==> src/rtl/tim_time_base.sv <==
`default_nettype none
// tim_time_base: prescaled edge/center-aligned timer time base producing update events.
// Optional one-pulse mode (stop latch, cen_clr_o) is built when TIM_OPM_EN is defined.
module tim_time_base #(
  parameter int CNT_WIDTH = 32,
  parameter int PSC_WIDTH = 16
) (
  input  logic                 clk_i,
  input  logic                 aresetn_i,
  input  logic                 cen_i,
  input  logic                 udis_i,
  input  logic                 urs_i,
  input  logic                 arpe_i,
  input  logic                 dir_cfg_i,
  input  logic [1:0]           cms_i,
  input  logic                 opm_i,
  input  logic [PSC_WIDTH-1:0] psc_i,
  input  logic [CNT_WIDTH-1:0] arr_i,
  input  logic                 ug_i,
  input  logic                 cnt_wr_i,
  input  logic [CNT_WIDTH-1:0] cnt_wdata_i,
  output logic [CNT_WIDTH-1:0] cnt_o,
  output logic                 dir_o,
  output logic                 uev_o,
  output logic                 uif_set_o,
  output logic                 cen_clr_o
);

  localparam logic [CNT_WIDTH-1:0] CNT_MAX = '1;

  logic [PSC_WIDTH-1:0] psc_cnt_q, psc_cnt_d;
  logic [PSC_WIDTH-1:0] psc_sh_q, psc_sh_d;
  logic [CNT_WIDTH-1:0] arr_sh_q, arr_sh_d;
  logic [CNT_WIDTH-1:0] cnt_q, cnt_d;
  logic                 dir_q, dir_d;
  logic                 uev_q, uev_d;
  logic                 uif_q, uif_d;
  logic                 cen_clr_q, cen_clr_d;
  logic                 stop_q, stop_d;
  logic                 ld_done_q;

  logic [PSC_WIDTH-1:0] psc_lim;
  logic [CNT_WIDTH-1:0] arr_lim;
  logic                 edge_mode;
  logic                 run;
  logic                 tick;
  logic                 wrap;
  logic                 ev_wrap;

  // Until the first cycle after reset has loaded the shadows, compare against the
  // live inputs so the first tick lands psc_i+1 enabled cycles after release.
  always_comb begin
    psc_lim   = ld_done_q ? psc_sh_q : psc_i;
    arr_lim   = ld_done_q ? arr_sh_q : arr_i;
    edge_mode = (cms_i == 2'b00);
    run       = cen_i & ~stop_q;
    tick      = run & (psc_cnt_q == psc_lim);
  end

  always_comb begin
    psc_cnt_d = psc_cnt_q;
    cnt_d     = cnt_q;
    dir_d     = edge_mode ? dir_cfg_i : dir_q;
    wrap      = 1'b0;

    if (run) begin
      psc_cnt_d = tick ? '0 : psc_cnt_q + PSC_WIDTH'(1);
    end

    if (ug_i) begin
      psc_cnt_d = '0;
      if (edge_mode && dir_cfg_i) begin
        cnt_d = arr_i;
      end else begin
        cnt_d = '0;
        dir_d = 1'b0;
      end
    end else if (cnt_wr_i) begin
      cnt_d = cnt_wdata_i;
    end else if (tick) begin
      if (arr_lim == '0) begin
        cnt_d = '0;
        wrap  = 1'b1;
      end else if (edge_mode) begin
        if (!dir_cfg_i) begin
          // A written value above the limit runs on to the natural wrap.
          if (cnt_q == arr_lim || cnt_q == CNT_MAX) begin
            cnt_d = '0;
            wrap  = 1'b1;
          end else begin
            cnt_d = cnt_q + CNT_WIDTH'(1);
          end
        end else begin
          if (cnt_q == '0) begin
            cnt_d = arr_lim;
            wrap  = 1'b1;
          end else begin
            cnt_d = cnt_q - CNT_WIDTH'(1);
          end
        end
      end else if (!dir_q) begin
        if (cnt_q == arr_lim || cnt_q == CNT_MAX) begin
          cnt_d = arr_lim - CNT_WIDTH'(1);
          dir_d = 1'b1;
          wrap  = 1'b1;
        end else begin
          cnt_d = cnt_q + CNT_WIDTH'(1);
        end
      end else begin
        if (cnt_q == '0) begin
          cnt_d = CNT_WIDTH'(1);
          dir_d = 1'b0;
          wrap  = 1'b1;
        end else begin
          cnt_d = cnt_q - CNT_WIDTH'(1);
        end
      end
    end

    ev_wrap  = wrap & ~udis_i;
    uev_d    = ug_i | ev_wrap;
    uif_d    = (ug_i & ~urs_i) | ev_wrap;
    psc_sh_d = (uev_d || !ld_done_q) ? psc_i : psc_sh_q;
    arr_sh_d = (uev_d || !ld_done_q || !arpe_i) ? arr_i : arr_sh_q;

`ifdef TIM_OPM_EN
    cen_clr_d = wrap & opm_i;
    stop_d    = cen_i ? (stop_q | (wrap & opm_i)) : 1'b0;
`else
    cen_clr_d = 1'b0;
    stop_d    = 1'b0;
`endif
  end

`ifndef TIM_OPM_EN
  logic opm_unused;
  assign opm_unused = opm_i;
`endif

  always_ff @(posedge clk_i or negedge aresetn_i) begin
    if (!aresetn_i) begin
      psc_cnt_q <= '0;
      psc_sh_q  <= '0;
      arr_sh_q  <= '0;
      cnt_q     <= '0;
      dir_q     <= 1'b0;
      uev_q     <= 1'b0;
      uif_q     <= 1'b0;
      cen_clr_q <= 1'b0;
      stop_q    <= 1'b0;
      ld_done_q <= 1'b0;
    end else begin
      psc_cnt_q <= psc_cnt_d;
      psc_sh_q  <= psc_sh_d;
      arr_sh_q  <= arr_sh_d;
      cnt_q     <= cnt_d;
      dir_q     <= dir_d;
      uev_q     <= uev_d;
      uif_q     <= uif_d;
      cen_clr_q <= cen_clr_d;
      stop_q    <= stop_d;
      ld_done_q <= 1'b1;
    end
  end

  assign cnt_o     = cnt_q;
  assign dir_o     = dir_q;
  assign uev_o     = uev_q;
  assign uif_set_o = uif_q;
  assign cen_clr_o = cen_clr_q;

endmodule
`default_nettype wire

==> config.mk <==
export PLATFORM = sky130hd
export DESIGN_NAME = tim_time_base
export DESIGN_NICKNAME = d
export VERILOG_FILES = /design/src/rtl/tim_time_base.sv
export SDC_FILE = /design/constraint.sdc
export NUM_CORES = 1
export LEC_CHECK = 0
export BUFFER_PORTS_ARGS = -buffer_cell sky130_fd_sc_hd__buf_4
export CAP_MARGIN = 40
export CORE_UTILIZATION = 40
export CTS_CLUSTER_SIZE = 20
export DETAILED_ROUTE_END_ITERATION = 8
export GPL_TIMING_DRIVEN = 1
export SYNTH_ARGS = -nofsm -noshare
export SYNTH_HDL_FRONTEND = slang
export SYNTH_SLANG_ARGS = --single-unit
==> constraint.sdc <==
create_clock -name clk_i -period 3.9 [get_ports clk_i]
set_input_delay 0.39 -clock clk_i [delete_from_list [all_inputs] [get_ports clk_i]]
set_output_delay 0.39 -clock clk_i [all_outputs]
set_load 0.01 [all_outputs]
# ---- After elaboration in Yosys (flattened, before gate mapping)
# Index checks and enable logic that the tools add are counted.
dict set report classes {
  addsub 4
  n_eq_ne 3
  muxes 36
  bitwise 7
  reduce_logical 11
}
# op n
set op_table {}
lappend op_table {{$mux W32} 13}
lappend op_table {{$logic_not A32 Y1} 2}
lappend op_table {{$mux W16} 4}
lappend op_table {{$sub A32 B1 Y32 const B} 2}
lappend op_table {{$add A32 B1 Y32 const B} 1}
lappend op_table {{$eq A32 B32 Y1} 1}
lappend op_table {{$eq A32 B32 Y1 const B} 1}
lappend op_table {{$mux W1} 19}
lappend op_table {{$add A16 B1 Y16 const B} 1}
lappend op_table {{$eq A16 B16 Y1} 1}
lappend op_table {{$and A1 B1 Y1} 3}
lappend op_table {{$logic_or A1 B1 Y1} 3}
lappend op_table {{$reduce_bool A3 Y1} 1}
lappend op_table {{$logic_not A1 Y1} 2}
lappend op_table {{$logic_not A2 Y1} 1}
lappend op_table {{$not A1 Y1} 2}
lappend op_table {{$or A1 B1 Y1} 2}
lappend op_table {{$reduce_bool A2 Y1} 1}
lappend op_table {{$logic_and A1 B1 Y1} 1}
dict set report word_totals {
  regBits 100
  in_bits 92
  output_inout_bits 36
}

# ---- Logic depth before layout (Yosys ltp)
# Gate-level depths: netlist of run 1.
dict set report depth {
  depth_word 14
  ltp_mapped 14
  mapped_depth_nobuf 10
}

# ---- Worst setup path before layout of run 1
# OpenSTA, ideal clock, no wires.
dict set report synth_path {
  path_type {reg2reg}
  from {register ld_done_q}
  to {register cnt_q[18], in the netlist cnt_o[18]}
  t_arrival_ns 2.798
  t_required_ns 3.765
  setup_slack_ns 0.967
  stages_incl_launch_ff 13
  path_buffers 3
  path_cell_list {dfrtp_1 -> buf_6 -> buf_6 -> buf_6 -> mux2i_1 -> ha_1 -> o211ai_1 -> a211oi_1 -> and3b_1 -> xor2_1 -> nor2_1 -> a2111oi_2 -> o31ai_1}
}
dict set report synth_via {
  elab_chain_len 10
}
# element line
set synth_rtl {}
lappend synth_rtl {{start: declaration} 40} ;# logic ld_done_q;
lappend synth_rtl {{start signal: assignment} 151} ;# ld_done_q <= 1'b0;
lappend synth_rtl {{start signal: assignment} 162} ;# ld_done_q <= 1'b1;
lappend synth_rtl {{branches (longest 10 deep; another with $sub A32 B1 Y32)} --}
lappend synth_rtl {{end signal: assignment} 156} ;# cnt_q <= cnt_d;
lappend synth_rtl {{end: declaration} 34} ;# logic [CNT_WIDTH-1:0] cnt_q, cnt_d;
# Parallel ways; which one is timed is not known. The select of a mux whose other input is x is not followed.
# A chain may end at the register's enable or synchronous reset.

# ---- Worst setup path after layout of run 1
dict set report layout_path {
  from {register ld_done_q}
  to {register cnt_q[8], in the netlist cnt_o[8]}
}
# Same word-level chain as after synthesis.

==> impl_metrics.csv, run 1 <==
group,metric,value,unit
outcome,violations,"design-rule violations",
timing,setup_viol,0,
global_routing,grt_pass1_wl,53600,um
timing,fin_ws,0.297,ns
routing,vias,9329,
layout,fin_nets,1294,
yosys,synth_seq_cells,100,
global_routing,gr-total-overflow,0,
power,pwr_density_cell,302,mW/mm2
timing,slew_headroom,50.3,%
timing,min_period,3.60,ns
layout,instances_no_fill,1481,
power,p_clk_share,29.2,%
floorplanning,die_w,152,um
yosys,syn_avg_cell_area,8.40,um2
power,netSwitchingFraction,35.7,%
routing,drt_iter0_drc,1094,
routing,vias_per_cell,6.30,
worst_setup_path,worst_setup_path_start_kind,"flop",
power,p_int,2.10,mW
routing,drc,20,
routing,wl_per_cell,23.7,um
routing,drt_first_pass_iters,8,
cts,clockRootBuffer,"clkbuf_16",
floorplanning,die_area,0.0231,mm2
cts,cts_buffer_depth,2,
placement,dp_slack,0.373,ns
worst_setup_path,critPathKind,"flop to flop",
layout,final_area,0.0108,mm2
global_routing,first_global_vias,8911,
layout,drive_above_1_share,24.8,%
cts,tritoncts,"yes",
layout,seq_area,0.00251,mm2
yosys,synth_ff_type,"dfrtp_1",
routing,ant_nets,0,
timing,hold_violations,0,
yosys,synth_cell_types,76,
timing,maxSlewViolCount,0,
global_routing,grt_usage,30.3,%
cts,cts_made_buffers,9,
worst_setup_path,path_max_fanout,27,
run,cap_violations,0,
yosys,synth_edf_count,0,
placement,io_buffers,125,
global_routing,grt_max_degree,55,
layout,nFillCells,2166,
layout,final_cell_mix,"buf_4 (199), dfrtp_1 (99), nand2_1 (86), o21ai_0 (84), xnor2_1 (77)",
worst_setup_path,ff2ff_path_depth,11,
floorplanning,core,0.0220,mm2
timing,finClkSkew,0.00764,ns
outcome,status,"finished with violations",
floorplanning,ios,128,
layout,diodes,0,
power,p_comb_share,32.7,%
timing,fmax,278,MHz
placement,placed_area,0.0105,mm2
timing,final.period_utilization,92.4,%
cts,cts_sinks,100,
cts,clkTransAtPathRegs,0.07,ns
power,peakVddDrop,0.000192,V
hold_path,hold_path_class,"primary input to async pin",
cts,ctsHoldBuffers,0,
power,p_leak,4.45,nW
worst_setup_path,required,4.13,ns
yosys,synthesis.nets,1171,
global_routing,antenna_found_initial,0,
cts,clk_latency,0.36,ns
placement,dpl.cell_count,1465,
yosys,ys_async_sr_fraction,100,%
timing,worst_pin_slew,0.745,ns
cts,cts-resized-gates,0,
floorplanning,rows,54,
power,seqPwrFrac,38.2,%
timing,rsz0062_at_grt,"no",
timing,finalSetupTns,0,ns
power,power_switching,1.17,mW
layout,synthToLayoutAreaGrowth,19.9,%
worst_setup_path,end_kind,"flop",
cts,htree_levels,3,
layout,multi_input_area,0.00603,mm2
placement,dpl.hpwl,26000,um
worst_setup_path,cp.arrival,3.83,ns
placement,gp_congestion,1.04,
yosys,netlist_instances,1073,
floorplanning,start_util,41.0,%
floorplanning,dieHeight,152,um
cts,cts_setup_buffers,0,
yosys,ys_warn_count,0,
routing,routed_wl,35100,um
yosys,yosysSeqAreaShare,27.8,%
layout,layout_commonest_cell,"buf_4",
yosys,netlist_area,0.00901,mm2
==> area by class of cell <==
type	instances	area share [%]
Multi-Input combinational cell	870	55.8
Clock inverter	5	0.556
Sequential cell	100	23.2
Clock buffer	11	2.15
Inverter	11	0.382
Tap cell	280	3.24
Timing Repair Buffer	204	14.7
==> worst max-delay path, stage by stage, from the launching register on <==
cell and delay (ns):
dfrtp_4 0.65, buf_12 0.24, mux2i_1 0.50, xnor2_1 0.14
nor4_1 0.42, nand4_1 0.19, nor2_1 0.32, nor2_1 0.25
buf_6 0.21, buf_4 0.16, a211oi_1 0.28, o41ai_2 0.09
==> metrics by stage <==
stage                     utilization (%)  power (mW)  hold WS, ns
after global routing                 49.2        3.41        0.145
after floorplan                         -        1.86       0.0944
after detailed placement             47.9        2.30        0.495
final                                49.2        3.26       0.0640
after CTS                            49.2        3.25        0.107
after global placement               47.8        2.29        0.489
==> Yosys cell counts (3+ instances only) <==
library cell | instances | share of area, %
nor3b_1 | 8 | 0.67
nor3_1 | 47 | 2.6
nor2_1 | 66 | 2.7
nand2_1 | 86 | 3.6
nor4_1 | 22 | 1.5
inv_1 | 10 | 0.42
a31oi_1 | 10 | 0.69
a22o_1 | 3 | 0.29
o21ai_0 | 84 | 4.7
o31ai_1 | 16 | 1.3
nand3_1 | 34 | 1.9
a311oi_1 | 4 | 0.39
buf_6 | 7 | 0.87
o22ai_1 | 12 | 0.83
nand4_1 | 14 | 0.97
mux2_2 | 50 | 6.2
a22oi_1 | 14 | 1.2
a211oi_1 | 16 | 1.3
o211ai_1 | 8 | 0.67
mux2i_1 | 46 | 5.1
mux2i_2 | 10 | 1.5
dfrtp_1 | 100 | 28
or3_1 | 8 | 0.56
a222oi_1 | 16 | 1.8
o41ai_2 | 3 | 0.54
and3b_1 | 4 | 0.39
xnor2_1 | 77 | 7.5
and3_1 | 15 | 1.0
and4_1 | 5 | 0.49
and2_1 | 6 | 0.42
a21oi_1 | 43 | 2.4
nand2b_1 | 10 | 0.69
clkbuf_1 | 56 | 2.3
buf_2 | 22 | 1.2
a21boi_0 | 5 | 0.42
nor2b_1 | 5 | 0.35
xor2_1 | 53 | 5.1
nor4b_1 | 7 | 0.68
ha_1 | 6 | 0.83
or4_1 | 4 | 0.33
buf_4 | 5 | 0.42
or2_2 | 4 | 0.28
a221oi_1 | 8 | 0.78
==> per-layer routing <==
metal | vias to the layer above | routed length [um] | share of wire [%] | global-route usage (%)
li1 | 4193 | - | - | -
met1 | 4398 | 14000 | 40 | 39.9
met2 | 595 | 15100 | 43 | 45.1
met3 | 143 | 3950 | 11 | 7.62
met4 | 0 | 1980 | 5.6 | 17.4
met5 | - | 0 | 0 | 0
==> kinds of logic after synthesis <==
| logic type | count (synthesis) | share of synthesized area, % |
|---|---|---|
| other | 2 | 0.0833 |
| AND/OR/NAND/NOR | 358 | 20.4 |
| XOR/XNOR | 130 | 12.6 |
| AO/OA/AOI/OAI | 267 | 19.9 |
| adder cells (fa/ha/maj) | 6 | 0.833 |
| buffers and inverters | 103 | 5.39 |
| multiplexers | 107 | 13.0 |
| flip-flops | 100 | 27.8 |
==> registers in the layout (all words and copies together), names as in the netlist <==
signal and cells:
arr_sh_q 32, cnt_o 32, psc_cnt_q 16, psc_sh_q 16, dir_o 1, ld_done_q 1, uev_o 1, uif_set_o 1
==> worst paths after layout <==
path / startpoint / to / slack, ns
setup / recovery: ld_done_q / cnt_o[8] / 0.30
min in group clk_i: urs_i / uif_set_o / 0.21
hold reg to reg: psc_sh_q[1] / psc_sh_q[1] / 0.51
hold / removal: aresetn_i / cnt_o[10] / 0.06
setup reg to reg: ld_done_q / cnt_o[8] / 0.30
max in group asynchronous: aresetn_i / cnt_o[22] / 2.99
==> power groups by stage <==
stage / sequential [mW] / combinational, mW / clock, mW
5_1_grt: 1.26 / 1.14 / 1.01
2_1_floorplan: 1.20 / 0.654 / 0
3_3_place_gp: 1.26 / 1.03 / 0
6_report: 1.25 / 1.07 / 0.951
3_5_place_dp: 1.26 / 1.04 / 0
4_1_cts: 1.24 / 1.04 / 0.971
(Power assumes the default switching activity.)
==> run 2: changes to the inputs <==
--- a/config.mk
+++ b/config.mk
@@ -7,10 +7,11 @@
 export LEC_CHECK = 0
 export BUFFER_PORTS_ARGS = -buffer_cell sky130_fd_sc_hd__buf_4
 export CAP_MARGIN = 40
-export CORE_UTILIZATION = 40
+export CORE_UTILIZATION = 50
 export CTS_CLUSTER_SIZE = 20
 export DETAILED_ROUTE_END_ITERATION = 8
 export GPL_TIMING_DRIVEN = 1
+export PLACE_DENSITY = 0.71
 export SYNTH_ARGS = -nofsm -noshare
 export SYNTH_HDL_FRONTEND = slang
 export SYNTH_SLANG_ARGS = --single-unit
==> impl_metrics.csv, run 2 (synthesis gave the netlist of run 1 again) <==
group,metric,value,unit
routing,vias_per_cell,6.58,
timing,min_period,3.67,ns
timing,slew_headroom,40.0,%
worst_setup_path,cp.arrival,3.92,ns
power,total_power,3.22,mW
routing,ant_nets,0,
layout,drive_above_1_share,24.5,%
timing,finClkSkew,0.0143,ns
placement,dp_slack,0.352,ns
worst_setup_path,critPathKind,"flop to flop",
cts,cts_made_buffers,9,
cts,ctsHoldBuffers,0,
cts,htree_levels,3,
outcome,status,"completed",
layout,instances_no_fill,1420,
timing,setup_viol,0,
cts,tritoncts,"yes",
hold_path,hold_path_class,"primary input to async pin",
timing,finalSetupTns,0,ns
worst_setup_path,crit_start,"ld_done_q",
placement,dpl.cell_count,1403,
worst_setup_path,worst_setup_path_start_kind,"flop",
global_routing,first_global_vias,8766,
timing,fin_worst_hold_slack,0.0922,ns
timing,worst_pin_slew,0.896,ns
timing,final.period_utilization,94.2,%
global_routing,grt_max_degree,53,
floorplanning,rows,48,
layout,layout_commonest_cell,"buf_4",
cts,cts-resized-gates,0,
placement,placed_area,0.0104,mm2
floorplanning,die_area,0.0186,mm2
floorplanning,ios,128,
timing,fin_ws,0.228,ns
floorplanning,core,0.0175,mm2
layout,seq_area,0.00251,mm2
layout,final_cell_mix,"buf_4 (191), dfrtp_1 (99), nand2_1 (86), o21ai_0 (84), xnor2_1 (77)",
floorplanning,die_w,136,um
cts,clkTransAtPathRegs,0.09,ns
cts,cts_buffer_depth,2,
placement,io_buffers,125,
layout,final_area,0.0107,mm2
routing,wl_per_cell,24.3,um
worst_setup_path,reg2reg_from,"ld_done_q",
global_routing,grt_pass1_wl,51600,um
cts,cts_sinks,100,
global_routing,grt_usage,37.9,%
routing,drt_iter0_drc,1203,
timing,maxSlewViolCount,0,
timing,fmax,272,MHz
worst_setup_path,path_max_fanout,43,
cts,cts_setup_buffers,0,
routing,drt_first_pass_iters,8,
layout,synthToLayoutAreaGrowth,18.7,%
power,p_leak,4.42,nW
routing,vias,9341,
routing,routed_wl,34600,um
routing,drc,0,
layout,fin_nets,1287,
layout,finish.utilization,61.2,%
floorplanning,dieHeight,136,um
cts,clockRootBuffer,"clkbuf_16",
layout,nFillCells,1616,
floorplanning,start_util,51.6,%
cts,clk_latency,0.37,ns
timing,rsz0062_at_grt,"no",
placement,dpl.hpwl,25700,um
placement,gp_congestion,1.03,
power,pwr_density_cell,301,mW/mm2
run,cap_violations,0,
worst_setup_path,end_kind,"flop",
layout,multi_input_area,0.00603,mm2
power,peakVddDrop,0.000227,V
timing,hold_violations,0,
global_routing,gr-total-overflow,0,
global_routing,antenna_found_initial,0,
worst_setup_path,required,4.15,ns
==> run 2: cell count changes in the layout (fill, tap and decap cells not counted) <==
cell        previous run  this run
buf_12                 4         6
clkinv_2               1         0
buf_6                  1         0
clkinvlp_4             1         0
clkinv_4               0         2
buf_4                199       191
inv_6                  2         3
inv_8                  0         1
bufinv_16              1         0
diode_2                0         1
clkbuf_1               2         1
==> run 2: layout make-up <==
type / instances / area share, %
Antenna cell: 1 / 0.0234
Clock buffer: 10 / 2.14
Clock inverter: 6 / 0.514
Inverter: 11 / 0.386
Multi-Input combinational cell: 870 / 56.4
Sequential cell: 100 / 23.4
Tap cell: 225 / 2.63
Timing Repair Buffer: 197 / 14.5
==> run 2: final timing paths <==
kind	to	slack (ns)	depth (start not counted)
max	cnt_o[10]	0.23	11
min	cnt_o[6]	0.09	1
max reg2reg	cnt_o[10]	0.23	11
min reg2reg	psc_sh_q[13]	0.51	1
max in group asynchronous	psc_sh_q[15]	3.05	2
min in group clk_i	uif_set_o	0.21	2
==> run 2: metal layers <==
layer | wire [um] | vias up | GRT usage [%]
met1 | 13300 | 4393 | 49.1
li1 | - | 4191 | -
met4 | 1710 | 0 | 18.1
met2 | 15200 | 637 | 57.8
met5 | 0 | - | 0
met3 | 4330 | 120 | 10.7
==> run 2: critical path: stages, from the launching register on <==
cell and delay [ns]:
dfrtp_4 0.80, buf_12 0.25, mux2i_1 0.24, xor2_1 0.19, nand4_1 0.16, nor4_2 0.63, nor3_2 0.12, buf_12 0.22
nor2_1 0.39, buf_4 0.26, nand3_1 0.08, o21a_1 0.17
==> run 2: where the power goes <==
part	switching, mW	internal, mW
clock network	0.463	0.449
registers	0.152	1.11
logic	0.564	0.474
